$ cat config.mk
export PLATFORM = sky130hd
export DESIGN_NAME = rst_seq_ctrl_flat
export DESIGN_NICKNAME = d
export VERILOG_FILES = /design/src/rtl/rst_seq_pkg.sv /design/src/rtl/rst_seq_ctrl_if.sv /design/src/rtl/rst_req_debounce.sv /design/src/rtl/rst_seq_ctrl.sv /design/src/flat_wrapper.sv
export SDC_FILE = /design/constraint.sdc
export NUM_CORES = 1
export LEC_CHECK = 0
export CORE_MARGIN = 1
export CORE_UTILIZATION = 54
export DETAILED_ROUTE_END_ITERATION = 7
export HOLD_SLACK_MARGIN = 0.06
export PLACE_DENSITY = 0.81
export SLEW_MARGIN = 15
export SYNTH_ARGS = -nofsm -noshare
export SYNTH_HDL_FRONTEND = slang
export SYNTH_SLANG_ARGS = --single-unit
$ cat constraint.sdc
create_clock -name clk -period 1.9 [get_ports clk]
set_input_delay 0.475 -clock clk [delete_from_list [all_inputs] [get_ports clk]]
set_output_delay 0.475 -clock clk [all_outputs]
set_load 0.01 [all_outputs]
$ cat src/rtl/rst_seq_pkg.sv
// Shared types and default timing constants for the staged reset release controller.
package rst_seq_pkg;

  localparam int unsigned CNT_W       = 20;
  localparam int unsigned STAGE_IDX_W = 3;

  localparam logic [1:0] S_HOLD_ALL = 2'd0;
  localparam logic [1:0] S_GAP      = 2'd1;
  localparam logic [1:0] S_WAIT_ACK = 2'd2;
  localparam logic [1:0] S_RUN      = 2'd3;

  typedef enum logic [1:0] {
    HOLD_ALL = S_HOLD_ALL,
    GAP      = S_GAP,
    WAIT_ACK = S_WAIT_ACK,
    RUN      = S_RUN
  } state_e;

  // Hardware and shrunk simulation values for each cycle count
  localparam int unsigned STAGE_GAP_HW    = 3000;
  localparam int unsigned STAGE_GAP_SIM   = 4;
  localparam int unsigned TIMEOUT_HW      = 300000;
  localparam int unsigned TIMEOUT_SIM     = 32;
  localparam int unsigned DEBOUNCE_HW     = 30000;
  localparam int unsigned DEBOUNCE_SIM    = 8;
  localparam int unsigned HOLD_CYC_HW     = 3000;
  localparam int unsigned HOLD_CYC_SIM    = 16;

endpackage

$ cat src/rtl/rst_seq_ctrl_if.sv
// Soft-reset request, per-stage acknowledge and sequencer status bundle.
interface rst_seq_ctrl_if #(
  parameter int unsigned NUM_STAGE = 4
);
  import rst_seq_pkg::*;

  logic                   soft_rst_req;
  logic [NUM_STAGE-1:0]   stage_done;
  logic [NUM_STAGE-1:0]   rst_stage_o;
  logic                   seq_busy;
  logic                   seq_done;
  logic                   timeout_err;
  logic [STAGE_IDX_W-1:0] timeout_stage;

  modport master (
    output soft_rst_req, stage_done,
    input  rst_stage_o, seq_busy, seq_done, timeout_err, timeout_stage
  );

  modport slave (
    input  soft_rst_req, stage_done,
    output rst_stage_o, seq_busy, seq_done, timeout_err, timeout_stage
  );

endinterface

$ cat src/rtl/rst_req_debounce.sv
// Synchronizes an asynchronous soft-reset level and emits one pulse per
// sufficiently long high period.
module rst_req_debounce
  import rst_seq_pkg::*;
#(
  parameter int unsigned DEBOUNCE_CYC = 8
) (
  input  logic clk,
  input  logic rst,
  input  logic req_i,
  output logic hit_o
);

  logic             r_sync1;
  logic             r_sync2;
  logic [CNT_W-1:0] r_cnt;
  logic             r_hit;

  // Saturating count means the pulse fires once until the level drops again
  always_ff @(posedge clk) begin
    if (rst) begin
      r_sync1 <= 1'b0;
      r_sync2 <= 1'b0;
      r_cnt   <= '0;
      r_hit   <= 1'b0;
    end else begin
      r_sync1 <= req_i;
      r_sync2 <= r_sync1;
      if (!r_sync2) begin
        r_cnt <= '0;
      end else if (r_cnt != CNT_W'(DEBOUNCE_CYC)) begin
        r_cnt <= r_cnt + CNT_W'(1);
      end
      r_hit <= r_sync2 && (r_cnt == CNT_W'(DEBOUNCE_CYC - 1));
    end
  end

  assign hit_o = r_hit;

endmodule

$ cat src/rtl/rst_seq_ctrl.sv
// Releases NUM_STAGE downstream reset domains in order, each gated by the
// previous stage's acknowledge or a timeout; soft requests restart the sequence.
module rst_seq_ctrl
  import rst_seq_pkg::*;
#(
  parameter string       SIMULATION   = "FALSE",
  parameter int unsigned NUM_STAGE    = 4,
  parameter int unsigned STAGE_GAP    = (SIMULATION == "FALSE") ? STAGE_GAP_HW : STAGE_GAP_SIM,
  parameter int unsigned TIMEOUT      = (SIMULATION == "FALSE") ? TIMEOUT_HW   : TIMEOUT_SIM,
  parameter int unsigned DEBOUNCE_CYC = (SIMULATION == "FALSE") ? DEBOUNCE_HW  : DEBOUNCE_SIM,
  parameter int unsigned HOLD_CYC     = (SIMULATION == "FALSE") ? HOLD_CYC_HW  : HOLD_CYC_SIM
) (
  input  logic           clk,
  input  logic           rst,
  rst_seq_ctrl_if.slave  io_seq
);

  state_e                 r_state, w_state_nxt;
  logic [CNT_W-1:0]       r_cnt, w_cnt_nxt;
  logic [STAGE_IDX_W-1:0] r_k, w_k_nxt;
  logic                   r_hold_sat, w_hold_sat_nxt;
  logic [NUM_STAGE-1:0]   r_rst_stage, w_rst_stage_nxt;
  logic                   r_seq_done, w_seq_done_nxt;
  logic                   r_seq_busy;
  logic                   r_terr, w_terr_nxt;
  logic [STAGE_IDX_W-1:0] r_tstage, w_tstage_nxt;
  logic                   w_soft_hit;
  logic                   w_ack;

  rst_req_debounce #(
    .DEBOUNCE_CYC (DEBOUNCE_CYC)
  ) u_debounce (
    .clk   (clk),
    .rst   (rst),
    .req_i (io_seq.soft_rst_req),
    .hit_o (w_soft_hit)
  );

  // State and registered outputs
  always_ff @(posedge clk) begin
    if (rst) begin
      r_state     <= HOLD_ALL;
      r_cnt       <= '0;
      r_k         <= '0;
      r_hold_sat  <= 1'b1;
      r_rst_stage <= '1;
      r_seq_done  <= 1'b0;
      r_seq_busy  <= 1'b1;
      r_terr      <= 1'b0;
      r_tstage    <= '0;
    end else begin
      r_state     <= w_state_nxt;
      r_cnt       <= w_cnt_nxt;
      r_k         <= w_k_nxt;
      r_hold_sat  <= w_hold_sat_nxt;
      r_rst_stage <= w_rst_stage_nxt;
      r_seq_done  <= w_seq_done_nxt;
      r_seq_busy  <= ~w_seq_done_nxt;
      r_terr      <= w_terr_nxt;
      r_tstage    <= w_tstage_nxt;
    end
  end

  // Next-state and output computation
  always_comb begin
    w_state_nxt     = r_state;
    w_cnt_nxt       = r_cnt;
    w_k_nxt         = r_k;
    w_hold_sat_nxt  = r_hold_sat;
    w_rst_stage_nxt = r_rst_stage;
    w_terr_nxt      = r_terr;
    w_tstage_nxt    = r_tstage;
    w_ack           = 1'b0;

    // Only the acknowledge of the stage currently being waited on matters
    for (int i = 0; i < int'(NUM_STAGE); i++) begin
      if (STAGE_IDX_W'(i) == r_k) begin
        w_ack = io_seq.stage_done[i];
      end
    end

    if (w_soft_hit) begin
      w_state_nxt     = HOLD_ALL;
      w_cnt_nxt       = '0;
      w_k_nxt         = '0;
      w_hold_sat_nxt  = 1'b0;
      w_rst_stage_nxt = '1;
    end else begin
      case (r_state)
        HOLD_ALL: begin
          // After power-on reset the hold is treated as already served
          if (r_hold_sat || (r_cnt == CNT_W'(HOLD_CYC - 1))) begin
            w_state_nxt = GAP;
            w_cnt_nxt   = '0;
            w_k_nxt     = '0;
          end else begin
            w_cnt_nxt = r_cnt + CNT_W'(1);
          end
        end
        GAP: begin
          if (r_cnt == CNT_W'(STAGE_GAP)) begin
            for (int i = 0; i < int'(NUM_STAGE); i++) begin
              if (STAGE_IDX_W'(i) == r_k) begin
                w_rst_stage_nxt[i] = 1'b0;
              end
            end
            w_state_nxt = WAIT_ACK;
            w_cnt_nxt   = '0;
          end else begin
            w_cnt_nxt = r_cnt + CNT_W'(1);
          end
        end
        WAIT_ACK: begin
          if (w_ack || (r_cnt == CNT_W'(TIMEOUT - 1))) begin
            if (!w_ack) begin
              w_terr_nxt   = 1'b1;
              w_tstage_nxt = r_k;
            end
            w_cnt_nxt = '0;
            if (r_k == STAGE_IDX_W'(NUM_STAGE - 1)) begin
              w_state_nxt = RUN;
            end else begin
              w_k_nxt     = r_k + STAGE_IDX_W'(1);
              w_state_nxt = GAP;
            end
          end else begin
            w_cnt_nxt = r_cnt + CNT_W'(1);
          end
        end
        RUN: begin
          w_state_nxt = RUN;
        end
        default: begin
          w_state_nxt = HOLD_ALL;
          w_cnt_nxt   = '0;
        end
      endcase
    end

    w_seq_done_nxt = (w_state_nxt == RUN);
  end

  assign io_seq.rst_stage_o   = r_rst_stage;
  assign io_seq.seq_busy      = r_seq_busy;
  assign io_seq.seq_done      = r_seq_done;
  assign io_seq.timeout_err   = r_terr;
  assign io_seq.timeout_stage = r_tstage;

endmodule

$ cat src/flat_wrapper.sv
// flat-port wrapper written by rule: the top's interface ports become plain ports
module rst_seq_ctrl_flat import rst_seq_pkg::*;
#(
  parameter string       SIMULATION   = "     ",
  parameter int unsigned NUM_STAGE    = 4,
  parameter int unsigned STAGE_GAP    = (SIMULATION == "     ") ? STAGE_GAP_HW : STAGE_GAP_SIM,
  parameter int unsigned TIMEOUT      = (SIMULATION == "     ") ? TIMEOUT_HW   : TIMEOUT_SIM,
  parameter int unsigned DEBOUNCE_CYC = (SIMULATION == "     ") ? DEBOUNCE_HW  : DEBOUNCE_SIM,
  parameter int unsigned HOLD_CYC     = (SIMULATION == "     ") ? HOLD_CYC_HW  : HOLD_CYC_SIM
)
  (clk, rst, io_seq_soft_rst_req, io_seq_stage_done, io_seq_rst_stage_o, io_seq_seq_busy, io_seq_seq_done, io_seq_timeout_err, io_seq_timeout_stage);
  rst_seq_ctrl_if #(.NUM_STAGE(NUM_STAGE)) io_seq_i ();
  input  logic clk;
  input  logic rst;
  input wire logic [$bits(io_seq_i.soft_rst_req)-1:0] io_seq_soft_rst_req;
  input wire logic [$bits(io_seq_i.stage_done)-1:0] io_seq_stage_done;
  output wire logic [$bits(io_seq_i.rst_stage_o)-1:0] io_seq_rst_stage_o;
  output wire logic [$bits(io_seq_i.seq_busy)-1:0] io_seq_seq_busy;
  output wire logic [$bits(io_seq_i.seq_done)-1:0] io_seq_seq_done;
  output wire logic [$bits(io_seq_i.timeout_err)-1:0] io_seq_timeout_err;
  output wire logic [$bits(io_seq_i.timeout_stage)-1:0] io_seq_timeout_stage;
  assign io_seq_i.soft_rst_req = io_seq_soft_rst_req;
  assign io_seq_i.stage_done = io_seq_stage_done;
  assign io_seq_rst_stage_o = io_seq_i.rst_stage_o;
  assign io_seq_seq_busy = io_seq_i.seq_busy;
  assign io_seq_seq_done = io_seq_i.seq_done;
  assign io_seq_timeout_err = io_seq_i.timeout_err;
  assign io_seq_timeout_stage = io_seq_i.timeout_stage;
  rst_seq_ctrl #(.SIMULATION(SIMULATION), .NUM_STAGE(NUM_STAGE), .STAGE_GAP(STAGE_GAP), .TIMEOUT(TIMEOUT), .DEBOUNCE_CYC(DEBOUNCE_CYC), .HOLD_CYC(HOLD_CYC)) u_core (.clk(clk), .rst(rst), .io_seq(io_seq_i));
endmodule
After elaboration in Yosys (flattened, before gate mapping):

Index checks and enable logic that the tools add are counted.

* add/sub/neg operators: 3
* multiplexer cells: 18
* equal/unequal tests: 16
* bitwise gates (word level): 4
* reduce and logical (&&, ||, !) cells: 15

Operators by type and width (number)
* $mux 20: 3
* $pmux 20 s3: 1
* $add 20x1->20 const B: 2
* $eq 20x12->1 const B: 2
* $eq 20x15->1 const B: 1
* $eq 20x19->1 const B: 1
* $ne 20x15->1 const B: 1
* $reduce_and 3->1: 4
* $mux 2: 5
* $mux 3: 3
* $pmux 2 s4: 1
* $reduce_and 4->1: 2
* $eq 2x2->1 const B: 3
* $eq 2x3->1 const A: 2
* $pmux 3 s2: 1
* $mux 1: 4
* $ne 2x1->1 const B: 2
* $not 1->1: 4
* $reduce_or 2->1: 2
* $add 3x1->3 const B: 1
* $eq 1x3->1 const A: 1
* $eq 3x2->1 const B: 1
* $logic_not 3->1: 1
* $reduce_bool 3->1: 1
* other kinds (6): 7

* output and inout port bits: 10
* logic and storage cells: 72
* register bits: 59
* input bits: 7

Logic depth before layout (Yosys ltp):

* word-level depth: 11
* mapped depth: 9

Modules after synthesis:

A second synthesis with hierarchy kept.

* cells, all modules: 371
* area, all modules: 3118.0 µm²

Modules (own cells, without submodules)
* rst_seq_ctrl: area an instance 2044.5 µm², instances 1, cells each 251
* rst_req_debounce: area an instance 1073.5 µm², instances 1, cells each 120

Worst setup path before layout:

No wires, ideal clock.

* kind: register to register
* from: register u_core.r_k[1]
* to: register u_core.r_cnt[15]
* data required time: 1.777 ns
* buffers on the path: 1
* arrival: 1.864 ns
* clock period less this slack: 1.987 ns
* stages on the path, launching flop included: 10
* path slack: -0.087 ns
* library setup time: 0.123 ns
* cells stage by stage: dfxtp_1 inv_1 ha_1 nand3b_1 a221o_1 o211ai_1 o21bai_4 buf_6 a41oi_2 mux2i_1

* word-level cells in the longest chain between the ends: 8

RTL lines
* from (decl): RTL line rst_seq_ctrl.sv:20 `logic [STAGE_IDX_W-1:0] r_k, w_k_nxt;`
* from (signal assigned): RTL line rst_seq_ctrl.sv:54 `r_k <= w_k_nxt;`
* $logic_not 3->1: RTL line rst_seq_ctrl.sv:77 `if (STAGE_IDX_W'(i) == r_k) begin`
* $mux 1 (3 in a row): RTL line rst_seq_ctrl.sv:77
* $mux 1 *: RTL line rst_seq_ctrl.sv:77
* $logic_or 1x1->1 *: RTL line rst_seq_ctrl.sv:114 `if (w_ack || (r_cnt == CNT_W'(TIMEOUT - 1))) begin`
* $mux 20 *: RTL line rst_seq_ctrl.sv:114
* $pmux 20 s3 *: RTL line rst_seq_ctrl.sv:89 `case (r_state)`
* to (signal assigned): RTL line rst_seq_ctrl.sv:53 `r_cnt <= w_cnt_nxt;`
* to (decl): RTL line rst_seq_ctrl.sv:19 `logic [CNT_W-1:0] r_cnt, w_cnt_nxt;`

Every way passes the cells marked *; elsewhere a longest branch is shown, timed or not.
A chain may end at the register's enable or synchronous reset.

Worst setup path in the final report:

* from: register u_core.r_cnt[16]
* to: register u_core.r_seq_busy (netlist: u_core.io_seq.seq_busy)

* word-level cells in the longest chain between the ends: 7

RTL lines
* $eq 20x19->1 / $eq 20x12->1 (equally long branches): RTL line rst_seq_ctrl.sv:114, rst_seq_ctrl.sv:92
* $logic_or 1x1->1 (on tied branches): RTL line rst_seq_ctrl.sv:114, rst_seq_ctrl.sv:92
* $mux 2 (on tied branches): RTL line rst_seq_ctrl.sv:114, rst_seq_ctrl.sv:92
* $pmux 2 s4 *: RTL line rst_seq_ctrl.sv:89
* $mux 2 *: RTL line rst_seq_ctrl.sv:82 `if (w_soft_hit) begin`
* $eq 2x2->1 *: RTL line rst_seq_ctrl.sv:140 `w_seq_done_nxt = (w_state_nxt == RUN);`
* $not 1->1 *: RTL line rst_seq_ctrl.sv:58 `r_seq_busy <= ~w_seq_done_nxt;`
* to (signal assigned): RTL line rst_seq_ctrl.sv:58
* to (decl): RTL line rst_seq_ctrl.sv:24 `logic r_seq_busy;`

Marks and branches as above.

==> out/qor.csv <==
stage,metric,value,unit
pwr,vdd_drop_max,0.000602,V
route,drc_errors,0,
cells_and_area,final_area,0.00431,mm^2
critical_path,r2r-start,u_core.r_cnt[16]$_SDFFE_PP0P_,
synth,ys_ff_latch,59,
synth,synthFlopType,dfxtp_1,
timing,fin_crit,2.03,ns
floorplan,core.rowCount,28,
run,drv_cap,0,
global_routing,top_usage_layer,met2,
cells_and_area,fin_util,72.8,%
timing,relSlewSlack,72.6,%
run_status,outcome,"complete, but fails checks",
cts,cts_inserted_buffers,9,
min_path,hold_start,u_core.io_seq.rst_stage_o[1]$_SDFFE_PP1P_,
floorplan,die_height,80.2,um
synth,syn-cell-area,0.00330,mm^2
route,via_count,3205,
synth,synth.distinct_cells,51,
cells_and_area,diodes,0,
cts,cts.path.max_buffers,2,
global_routing,first_global_vias,2998,
route,drt_first_pass_iters,7,
global_routing,grt_use_total,28.6,%
route,totalWireLength,8780,um
floorplan,die_area,0.00643,mm^2
global_routing,gr-total-overflow,0,
cts,cts_tree,yes,
global_routing,antenna_found_initial,0,
critical_path,path_class,register to register,
place,gp_congestion,0.853,
floorplan,die-width,80.2,um
global_routing,met1_usage,33.3,%
critical_path,path_max_fanout,5,
critical_path,endpoint_kind,register,
route,drt-initial-drc-count,201,
cts,clock-sinks,59,
global_routing,met2_usage,48.5,%
timing,fin_crit_sh,107,%
pwr,powerDensity,807,mW/mm^2
synth,yosysSeqAreaShare,35.8,%
min_path,min_path_type,register to register,
timing,finalSetupViolCount,28,
critical_path,worstSetupStartpointType,register,
cts,holdBufCountCts,0,
critical_path,reg2reg_depth,8,
cts,clock-root-buffer,clkbuf_8,
route,routed_via_density,6.10,
global_routing,grt_pass1_wl,13900,um
global_routing,grt_max_degree,30,
timing,skew,0.00782,ns
critical_path,r2r-end,u_core.io_seq.seq_busy$_SDFF_PP1_,
place,numPortBuffers,16,
global_routing,grt.met3_usage,6.25,%
cells_and_area,layout-drive-gt1-share,26.9,%
timing,fmax,492,MHz
place,detailed_place.area,0.00396,mm^2
floorplan,initial_core_util,55.7,%
cts,cts.htree.levels,3,
timing,max_slew.worst_pin.slew,0.411,ns
synth,synth_edf_count,0,
timing,final_hold_viol_count,0,
critical_path,arrival,2.24,ns
critical_path,r2r_slack,-0.13,ns
pwr,total_power,3.48,mW
critical_path,cp.required,2.11,ns
timing,finalMaxSlewViolations,0,
place,dp_hpwl,5640,um
cts,clock_latency,0.35,ns
cells_and_area,nets,467,
floorplan,core_area,0.00592,mm^2
synth,syn_avg_cell_area,8.71,um^2
timing,rsz0062_at_grt,true,
route,detail-route-antenna-nets,0,
run_status,violations,setup timing,
synth,synth_nets,400,
min_path,holdPathEnd,u_core.io_seq.rst_stage_o[1]$_SDFFE_PP1P_,
pwr,p_leak,1.55,nW
cts,path_clk_slew,0.07,ns
synth,synth_cells,379,
cells_and_area,fill_cells,369,
timing,timing.final.ws_setup,-0.134,ns
min_path,holdPathStages,1,
route,wl_per_cell,16.7,um
cells_and_area,area_growth,30.7,%
floorplan,num_io_pins,17,
synth,yosys_warnings,0,
synth,synthArstFlopShare,0,%
-- final cells by class --
class	instances	area, um^2	area share [%]
multi-input cells	278	2080	48.2
flip-flops and latches	59	1190	27.6
repair buffers	75	664	15.4
clock buffers	11	151	3.51
well taps	75	93.8	2.18
inverters	23	86.3	2.00
clock inverters	4	50.0	1.16
-- cells in the mapped netlist, types with 4 or more instances --
cell type	instances	area (um^2)
a41oi_2	11	179
xnor2_1	6	52.6
a21o_1	4	30.0
a21oi_1	6	30.0
nand3_1	24	120
dfxtp_1	59	1180
nor3_1	14	70.1
ha_1	14	175
mux2i_1	15	150
clkbuf_1	8	30.0
buf_2	6	30.0
and4_1	5	43.8
o21ai_0	7	35.0
nand4b_1	4	35.0
nand4_1	21	131
xor2_1	13	114
nor4_1	4	25.0
nor2_1	37	139
a41oi_1	5	43.8
nor2b_1	6	37.5
nand2_1	35	131
and3_1	5	31.3
and2_1	6	37.5
inv_1	23	86.3
-- worst max-delay path by stage --
| stage | start | endpoint | slack, ns | depth (start not counted) |
|---|---|---|---|---|
| floorplan | u_core.r_k[1]$_SDFFE_PP0P_ | u_core.r_cnt[15]$_SDFFE_PP0P_ | -0.04 | 9 |
| global placement | io_seq_stage_done[1] | u_core.r_cnt[4]$_SDFFE_PP0P_ | -0.39 | 9 |
| detailed placement | io_seq_stage_done[1] | u_core.r_cnt[4]$_SDFFE_PP0P_ | -0.44 | 9 |
| CTS | u_core.r_k[1]$_SDFFE_PP0P_ | u_core.r_cnt[16]$_SDFFE_PP0P_ | -0.10 | 10 |
| global route | u_core.r_cnt[16]$_SDFFE_PP0P_ | u_core.io_seq.seq_busy$_SDFF_PP1_ | -0.22 | 8 |
| finish | u_core.r_cnt[16]$_SDFFE_PP0P_ | u_core.io_seq.seq_busy$_SDFF_PP1_ | -0.13 | 8 |
-- logic make-up (layout without fill, tap and decap cells) --
group	count (synthesis)	after routing	synth area share (%)
buf+inv	42	113	5.80
flops	59	59	35.8
simple gates	178	178	28.9
compound gates	52	52	14.6
mux	15	15	4.55
fa+ha+maj	14	14	5.31
xor+xnor	19	19	5.04
-- power by group --
group,internal (mW),switching [mW]
clock network,0.667,0.513
registers,1.27,0.0175
logic,0.446,0.571
-- per-stage QoR --
stage               worst slack [ns]  std cells  hold WS (ns)  setup TNS, ns
global placement              -0.390        509         0.432         -10.31
floorplan                    -0.0382        379         0.414         -0.333
detailed placement            -0.445        509         0.441         -11.73
finish                        -0.134        525         0.457          -1.82
global route                  -0.220        525         0.476          -4.31
CTS                           -0.103        525         0.459          -1.55
-- state kept, by name, summed over array words and instances, names as in the netlist, 2 cells and up --
name                         cells
u_core.io_seq.timeout_stage      3
u_core.r_k                       3
u_core.u_debounce.r_cnt         20
u_core.io_seq.rst_stage_o        4
u_core.r_state                   2
u_core.r_cnt                    20
-- cell usage in the layout, fill, tap and decap left out, types with 2 or more instances in the layout --
cell | netlist | routed
o211ai_1 | 3 | 3
o21a_1 | 2 | 2
nand3b_1 | 2 | 2
nor3_1 | 14 | 12
and3_1 | 5 | 5
nor2_1 | 37 | 34
a41oi_2 | 11 | 15
nor4_4 | 1 | 2
dfxtp_2 | 0 | 3
and4_1 | 5 | 5
buf_12 | 0 | 4
or2_1 | 3 | 2
nand4_1 | 21 | 21
inv_2 | 0 | 2
ha_1 | 14 | 10
clkinvlp_4 | 0 | 2
a21o_1 | 4 | 4
buf_6 | 3 | 3
mux2i_1 | 15 | 15
nor2_2 | 0 | 3
nand4bb_1 | 3 | 3
nand3_1 | 24 | 24
nand4b_1 | 4 | 4
and2_1 | 6 | 6
ha_2 | 0 | 3
nand2_1 | 35 | 35
buf_4 | 1 | 52
o21ai_1 | 3 | 8
clkbuf_8 | 0 | 11
xor2_1 | 13 | 13
nor4_1 | 4 | 2
a21oi_1 | 6 | 4
clkdlybuf4s50_1 | 0 | 16
dfxtp_1 | 59 | 55
nor4_2 | 1 | 2
a21oi_2 | 0 | 2
xnor2_1 | 6 | 6
or2_2 | 2 | 2
inv_1 | 23 | 21
nor2b_1 | 6 | 6
-- routing by layer --
| metal | wire length (um) | vias up |
|---|---|---|
| li1 | - | 1492 |
| met1 | 3730 | 1582 |
| met2 | 4410 | 113 |
| met3 | 467 | 18 |
| met4 | 168 | 0 |
| met5 | 0 | - |
-- what timing repair did --
| item | CTS | global route |
|---|---|---|
| resized for setup | 21 | 15 |
| setup endpoints to repair | 31 | 39 |
| pin swaps | 10 | 11 |
| setup buffers | 1 | 0 |
-- critical path, cell delays in order, from the launching register on --
cell and delay, ns:
dfxtp_2 0.33, nor4_2 0.28, buf_4 0.17, nand4_1 0.19
nor4_4 0.18, buf_4 0.21, nor2_2 0.05, o211ai_1 0.32
o2111ai_1 0.18
Note: power is estimated with default switching activity, not from simulation.
